$ cat config.mk
export PLATFORM = sky130hd
export DESIGN_NAME = serial_subtractor_flat
export DESIGN_NICKNAME = d
export VERILOG_FILES = /design/src/rtl/serial_subtractor_if.sv /design/src/rtl/serial_subtractor.sv /design/src/flat_wrapper.sv
export SDC_FILE = /design/constraint.sdc
export NUM_CORES = 1
export LEC_CHECK = 0
export BUFFER_PORTS_ARGS = -buffer_cell sky130_fd_sc_hd__buf_2
export CAP_MARGIN = 30
export CORE_UTILIZATION = 45
export DETAILED_ROUTE_END_ITERATION = 8
export PLACE_DENSITY_LB_ADDON = 0.2
export SYNTH_ARGS = -nofsm -noshare
export SYNTH_HDL_FRONTEND = slang
export SYNTH_SLANG_ARGS = --single-unit
$ cat constraint.sdc
create_clock -name clk -period 1.6 [get_ports clk]
set_clock_uncertainty 0.2 [all_clocks]
set_input_delay 0.08 -clock clk [delete_from_list [all_inputs] [get_ports clk]]
set_output_delay 0.08 -clock clk [all_outputs]
set_load 0.01 [all_outputs]
$ cat src/rtl/serial_subtractor_if.sv
// Handshake and operand/result bundle for the bit-serial subtractor.
// The master drives the request; the slave (the subtractor) returns status and result.
interface serial_subtractor_if #(
  parameter int unsigned WIDTH = 4
);
  logic             start;
  logic [WIDTH-1:0] a;
  logic [WIDTH-1:0] b;
  logic             bin;
  logic             busy;
  logic             done;
  logic [WIDTH-1:0] diff;
  logic             bout;

  modport master (
    output start, a, b, bin,
    input  busy, done, diff, bout
  );

  modport slave (
    input  start, a, b, bin,
    output busy, done, diff, bout
  );
endinterface

$ cat src/rtl/serial_subtractor.sv
// Bit-serial subtractor: computes a - b - bin one bit per clock through a single
// full-subtractor cell and a registered borrow, framed by start/busy/done.
module serial_subtractor #(
  parameter int unsigned WIDTH = 4
) (
  input logic                clk,
  input logic                rst_n,
  serial_subtractor_if.slave bus
);

  localparam int unsigned CW = $clog2(WIDTH) + 1;

  typedef enum logic [1:0] {
    IDLE  = 2'd0,
    SHIFT = 2'd1,
    DONE  = 2'd2
  } state_e;

  state_e           state_q, state_d;
  logic [WIDTH-1:0] sa_q, sa_d;
  logic [WIDTH-1:0] sb_q, sb_d;
  logic [WIDTH-1:0] sr_q, sr_d;
  logic             br_q, br_d;
  logic [CW-1:0]    cnt_q, cnt_d;
  logic [WIDTH-1:0] diff_q, diff_d;
  logic             bout_q, bout_d;
  logic             busy_q, busy_d;
  logic             done_q, done_d;

  // Single full-subtractor cell on the current LSBs
  logic d_c;
  logic borrow_c;
  assign d_c      = sa_q[0] ^ sb_q[0] ^ br_q;
  assign borrow_c = (~sa_q[0] & sb_q[0]) | (~(sa_q[0] ^ sb_q[0]) & br_q);

  always_ff @(posedge clk or negedge rst_n) begin
    if (!rst_n) begin
      state_q <= IDLE;
      sa_q    <= '0;
      sb_q    <= '0;
      sr_q    <= '0;
      br_q    <= 1'b0;
      cnt_q   <= '0;
      diff_q  <= '0;
      bout_q  <= 1'b0;
      busy_q  <= 1'b0;
      done_q  <= 1'b0;
    end else begin
      state_q <= state_d;
      sa_q    <= sa_d;
      sb_q    <= sb_d;
      sr_q    <= sr_d;
      br_q    <= br_d;
      cnt_q   <= cnt_d;
      diff_q  <= diff_d;
      bout_q  <= bout_d;
      busy_q  <= busy_d;
      done_q  <= done_d;
    end
  end

  // Next-state, datapath and registered-output decode
  always_comb begin
    state_d = state_q;
    sa_d    = sa_q;
    sb_d    = sb_q;
    sr_d    = sr_q;
    br_d    = br_q;
    cnt_d   = cnt_q;
    diff_d  = diff_q;
    bout_d  = bout_q;

    case (state_q)
      IDLE: begin
        if (bus.start) begin
          sa_d    = bus.a;
          sb_d    = bus.b;
          br_d    = bus.bin;
          sr_d    = '0;
          cnt_d   = '0;
          state_d = SHIFT;
        end
      end
      SHIFT: begin
        sa_d  = sa_q >> 1;
        sb_d  = sb_q >> 1;
        br_d  = borrow_c;
        sr_d  = {d_c, sr_q[WIDTH-1:1]};
        cnt_d = cnt_q + CW'(1);
        // Result publishes only on the final step, so diff never shows partial sums
        if (cnt_d == CW'(WIDTH)) begin
          diff_d  = sr_d;
          bout_d  = br_d;
          state_d = DONE;
        end
      end
      DONE: begin
        state_d = IDLE;
      end
      default: begin
        state_d = IDLE;
      end
    endcase

    busy_d = (state_d != IDLE);
    done_d = (state_d == DONE);
  end

  assign bus.busy = busy_q;
  assign bus.done = done_q;
  assign bus.diff = diff_q;
  assign bus.bout = bout_q;

endmodule

$ cat src/flat_wrapper.sv
// flat-port wrapper written by rule: the top's interface ports become plain ports
module serial_subtractor_flat 
#(
  parameter int unsigned WIDTH = 4
)
  (clk, rst_n, bus_start, bus_a, bus_b, bus_bin, bus_busy, bus_done, bus_diff, bus_bout);
  serial_subtractor_if #(.WIDTH(WIDTH)) bus_i ();
  input logic clk;
  input logic rst_n;
  input wire logic [$bits(bus_i.start)-1:0] bus_start;
  input wire logic [$bits(bus_i.a)-1:0] bus_a;
  input wire logic [$bits(bus_i.b)-1:0] bus_b;
  input wire logic [$bits(bus_i.bin)-1:0] bus_bin;
  output wire logic [$bits(bus_i.busy)-1:0] bus_busy;
  output wire logic [$bits(bus_i.done)-1:0] bus_done;
  output wire logic [$bits(bus_i.diff)-1:0] bus_diff;
  output wire logic [$bits(bus_i.bout)-1:0] bus_bout;
  assign bus_i.start = bus_start;
  assign bus_i.a = bus_a;
  assign bus_i.b = bus_b;
  assign bus_i.bin = bus_bin;
  assign bus_busy = bus_i.busy;
  assign bus_done = bus_i.done;
  assign bus_diff = bus_i.diff;
  assign bus_bout = bus_i.bout;
  serial_subtractor #(.WIDTH(WIDTH)) u_core (.clk(clk), .rst_n(rst_n), .bus(bus_i));
endmodule
# After elaboration in Yosys (flattened, before gate mapping)
# Index checks and enable logic that the tools add are counted.
[totals]
wordCells = 40
rom_bits = 0
mem_bits_rw = 0
ff_bits = 25
inputBits = 12
mem_count = 0
latch_bits = 0
out_inout_bits = 7
[op_classes]
reduce_logical = 5
muxes = 13
addsub = 1
shifts = 0
mul = 0
n_div = 0
eq_ne = 4
magnitude_cmp = 0
bitwise_logic = 7
[op_table]
columns = ["operator", "count"]
rows = [
  ["$pmux 4 s2", 3],
  ["$mux 4", 3],
  ["$pmux 3 s2", 1],
  ["$mux 2", 2],
  ["$pmux 2 s2", 1],
  ["$reduce_and 2->1", 2],
  ["$reduce_bool 2->1", 2],
  ["$add 3x1->3 const B", 1],
  ["$eq 3x3->1 const B", 1],
  ["$mux 3", 1],
  ["$and 1x1->1", 2],
  ["$eq 2x1->1 const B", 1],
  ["$eq 2x2->1 const B", 1],
  ["$logic_not 2->1", 1],
  ["$ne 2x2->1 const B", 1],
  ["$not 1->1", 2],
  ["$pmux 1 s2", 1],
  ["$xor 1x1->1", 2],
  ["$mux 1", 1],
  ["$or 1x1->1", 1],
]

# Logic depth before layout (Yosys ltp)
[depth]
word_depth = 5
mapped_depth = 4
depth_no_buf = 4

# Least setup slack after synthesis
# No wires, ideal clock.
[synth_path]
path_type = "register to register"
startpoint = "register u_core.cnt_q[0]"
endpoint = "register u_core.diff_q[0], in the netlist u_core.bus.diff[0]"
path_stages_with_launch = 5
setup_ns = 0.125
path_slack_ns = -0.104
t_required_ns = 1.275
period_less_slack_ns = 1.704
t_arrival_ns = 1.379
path_cell_list = "dfrtp_1 > ha_1 > xnor2_1 > nor3_4 > mux2_2"
[synth_between]
elab_chain_len = 3
[synth_rtl]
columns = ["element", "line", "rtl"]
rows = [
  ["start, declared", "serial_subtractor.sv:24", "logic [CW-1:0] cnt_q, cnt_d;"],
  ["start signal, assigned", "serial_subtractor.sv:54", "cnt_q <= cnt_d;"],
  ["$add 3x1->3", "serial_subtractor.sv:89", "cnt_d = cnt_q + CW'(1);"],
  ["$eq 3x3->1", "serial_subtractor.sv:91", "if (cnt_d == CW'(WIDTH)) begin"],
  ["$reduce_and 2->1 (no line)", "--", ""],
  ["end signal, assigned", "serial_subtractor.sv:55", "diff_q <= diff_d;"],
  ["end, declared", "serial_subtractor.sv:25", "logic [WIDTH-1:0] diff_q, diff_d;"],
]
# No other way between the ends.
# A chain may end at the register's enable or synchronous reset.

# Final worst setup path
# Same ends and word-level chain as after synthesis.

==> flow_metrics.env <==
export IMPL_synthToLayoutAreaGrowth_pct=36.4
export IMPL_vias_per_cell=5.23
export IMPL_leakage_nw=0.681
export IMPL_drc=0
export IMPL_ir_drop_mv=0.810
export IMPL_drv_cap=0
export IMPL_clkLatencyLatePin_ps=310
export IMPL_syn_nets=109
export IMPL_finalNetCount=149
export IMPL_initial_core_util_pct=48.1
export IMPL_powerDensity_nw_per_um2=1750
export IMPL_status="finished with violations"
export IMPL_dr_pass1_iters=4
export IMPL_period_needed_ps=1640
export IMPL_grt_usage_pct=19.9
export IMPL_place_ws_ps=-104
export IMPL_synthCells=94
export IMPL_hold_viol=0
export IMPL_crit_family="flip-flops"
export IMPL_cts_buffers=3
export IMPL_worst_path_max_fanout=6
export IMPL_grt_start_max_net_pins=25
export IMPL_cp_required_ps=1600
export IMPL_syn_area_um2=1070
export IMPL_yosys_warnings=0
export IMPL_max_freq_mhz=609
export IMPL_place_congestion=0.669
export IMPL_cts_tree="built"
export IMPL_pin_count=19
export IMPL_intPower_w=0.00167
export IMPL_comb_power_share_pct=46.4
export IMPL_core_um2=2230
export IMPL_ant_nets=0
export IMPL_die_area_um2=2590
export IMPL_grt_pass1_vias=849
export IMPL_cts_buffer_depth=2
export IMPL_drive_gt1_share_pct=33.8
export IMPL_fillers=185
export IMPL_slowest_stage="dfrtp_1"
export IMPL_num_antenna_cells=0
export IMPL_power_switching_w=0.000900
export IMPL_cp_start_kind="flop"
export IMPL_post_cts_setup_buffer_count=0
export IMPL_cts_sinks=24
export IMPL_synth_cell_types=22
export IMPL_grt_antenna_before_repair=0
export IMPL_vias=842
export IMPL_clock_power_share_pct=12.3
export IMPL_worstHoldPathType="in2async"
export IMPL_violations="negative setup slack"
export IMPL_rsz0062_at_grt="yes"
export IMPL_yosys_register_bits=24
export IMPL_h_tree_depth=1
export IMPL_post_route_util_pct=65.7
export IMPL_setup_viol=4
export IMPL_die_x_um=50.9
export IMPL_die_y_um=50.9
export IMPL_path_buf_inv=1
export IMPL_finalCritPeriodShare_pct=103
export IMPL_worst_pin_slew_ps=545
export IMPL_drt_iter0_markers=16
export IMPL_cts_clk_slew_worst_paths_ps=140
export IMPL_path_cells="ha_4 > xnor2_4 > nor3_4 > buf_6 > mux2_4"
export IMPL_cts_root_buf="clkbuf_4"
export IMPL_end_kind="flop"
export IMPL_slowest_delay_ps=450
export IMPL_num_rows=17
export IMPL_placement_io_buffers=18
export IMPL_power_w=0.00257
export IMPL_relSlewSlack_pct=63.7
export IMPL_drv_slew=0
export IMPL_setup_ws_ps=-40.8
export IMPL_ys_seq_area_share_pct=55.9
export IMPL_wire_per_inst_um=13.6
export IMPL_grt_pass1_wl_mm=3.78
export IMPL_avgSynthCellArea_um2=11.4
export IMPL_critical_path_class="reg2reg"
export IMPL_drt_total_wl_mm=2.20
export IMPL_dp_final_hpwl_mm=1.52
export IMPL_p_sw_share_pct=35.0
export IMPL_critPathArrivalTime_ps=1640
export IMPL_seq_power_share_pct=41.3
export IMPL_grt_ovfl_total=0
## power groups by stage
stage	Combinational, W	Sequential, W	Clock [W]
3_3_place_gp	0.00113	0.00105	0
6_report	0.00119	0.00106	0.000317
2_1_floorplan	0.000749	0.00107	0
3_5_place_dp	0.00117	0.00107	0
4_1_cts	0.00121	0.00106	0.000326
5_1_grt	0.00133	0.00109	0.000346
## state kept, by name (all words and copies together), names as in the netlist
signal           count
u_core.bus.diff      4
u_core.sa_q          4
u_core.sb_q          4
u_core.cnt_q         3
u_core.sr_q          3
u_core.state_q       2
u_core.br_q          1
u_core.bus.bout      1
u_core.bus.busy      1
u_core.bus.done      1
## layout make-up
cell class	count	area [um2]	share of cell area, %
Sequential cell	24	601	41.0
Multi-Input combinational cell	61	493	33.6
Timing Repair Buffer	40	287	19.5
Clock buffer	4	36.3	2.47
Tap cell	28	35.0	2.39
Inverter	4	15.0	1.02
## layout by cell type (no fill, tap or decap)
| cell type | count |
|---|---|
| mux2_4 | 4 |
| buf_2 | 18 |
| nor2b_1 | 7 |
| nor3_1 | 1 |
| ha_4 | 1 |
| o21ai_0 | 10 |
| mux2_2 | 1 |
| ha_1 | 1 |
| a22oi_1 | 6 |
| buf_4 | 10 |
| clkbuf_4 | 3 |
| dlygate4sd3_1 | 11 |
| a22o_1 | 4 |
| a21oi_1 | 7 |
| nor2b_2 | 2 |
| mux2i_1 | 1 |
| fa_1 | 1 |
| clkbuf_8 | 1 |
| nor3_4 | 1 |
| xnor2_4 | 1 |
| inv_1 | 4 |
| dfrtp_1 | 24 |
| nor2_1 | 3 |
| a2bb2oi_1 | 3 |
| a22o_2 | 1 |
| o21bai_1 | 1 |
| nand2b_1 | 1 |
| buf_6 | 1 |
| nand2_1 | 3 |
| nand2_2 | 1 |
## Yosys cell counts
cell type | count | area (um2)
a21oi_1 | 7 | 35.0
clkbuf_1 | 4 | 15.0
mux2i_1 | 1 | 10.0
nor3_4 | 1 | 16.3
inv_1 | 4 | 15.0
a22o_1 | 4 | 35.0
nor3_1 | 1 | 5.00
dfrtp_1 | 24 | 601
ha_1 | 2 | 25.0
fa_1 | 1 | 20.0
o21bai_1 | 1 | 7.51
nand2_1 | 4 | 15.0
mux2_2 | 5 | 56.3
nand2b_1 | 1 | 6.26
a22oi_1 | 6 | 45.0
o21ai_0 | 10 | 50.1
a22o_2 | 1 | 10.0
a2bb2oi_1 | 3 | 26.3
nor2_1 | 3 | 11.3
xnor2_1 | 1 | 8.76
nor2b_1 | 9 | 56.3
buf_2 | 1 | 5.00
## metrics by stage
stage,cells,instance area [um2],hold slack (ps),setup TNS (ps)
final,161,1470,71.0,-155
after global routing,161,1470,118,-589
after CTS,161,1460,76.7,-187
after detailed placement,146,1310,-107,-683
after global placement,146,1310,-113,-399
after floorplan,94,1120,-416,-403
## final timing paths
| check | end | depth (start not counted) | slack [ps] | start |
|---|---|---|---|---|
| worst min-delay path | u_core.bus.busy | 2 | 70 | rst_n |
| worst max-delay path | u_core.bus.diff[0] | 5 | -40 | u_core.cnt_q[0] |
| worst min register to register | u_core.sr_q[1] | 1 | 320 | u_core.sr_q[1] |
| min in group clk | u_core.sr_q[1] | 1 | 320 | u_core.sr_q[1] |
| max in group asynchronous | u_core.sa_q[3] | 2 | 760 | rst_n |
| worst max register to register | u_core.bus.diff[0] | 5 | -40 | u_core.cnt_q[0] |
## metal layers
metal  share of wire (%)  global-route usage (%)  vias to the layer above
li1                    -                       -                      409
met1                  47                    26.6                      416
met2                  50                    33.8                       15
met3                 2.2                    2.68                        2
met4                0.50                    5.56                        0
met5                   0                       0                        -
## timing repair
action,in CTS,in global routing
hold buffers,11,0
hold endpoints to repair,34,0
pin swaps,2,0
gates resized for setup,3,1
endpoints found under the setup margin,18,5
## cells by family after synthesis
family                   share of synthesized area (%)
AO/OA/AOI/OAI                                     19.4
XOR/XNOR                                         0.815
adder cells (fa/ha/maj)                           4.19
buffers and inverters                             3.26
flip-flops                                        55.9
multiplexers                                      6.17
AND/OR/NAND/NOR                                   10.2
(Power assumes the default switching activity.)
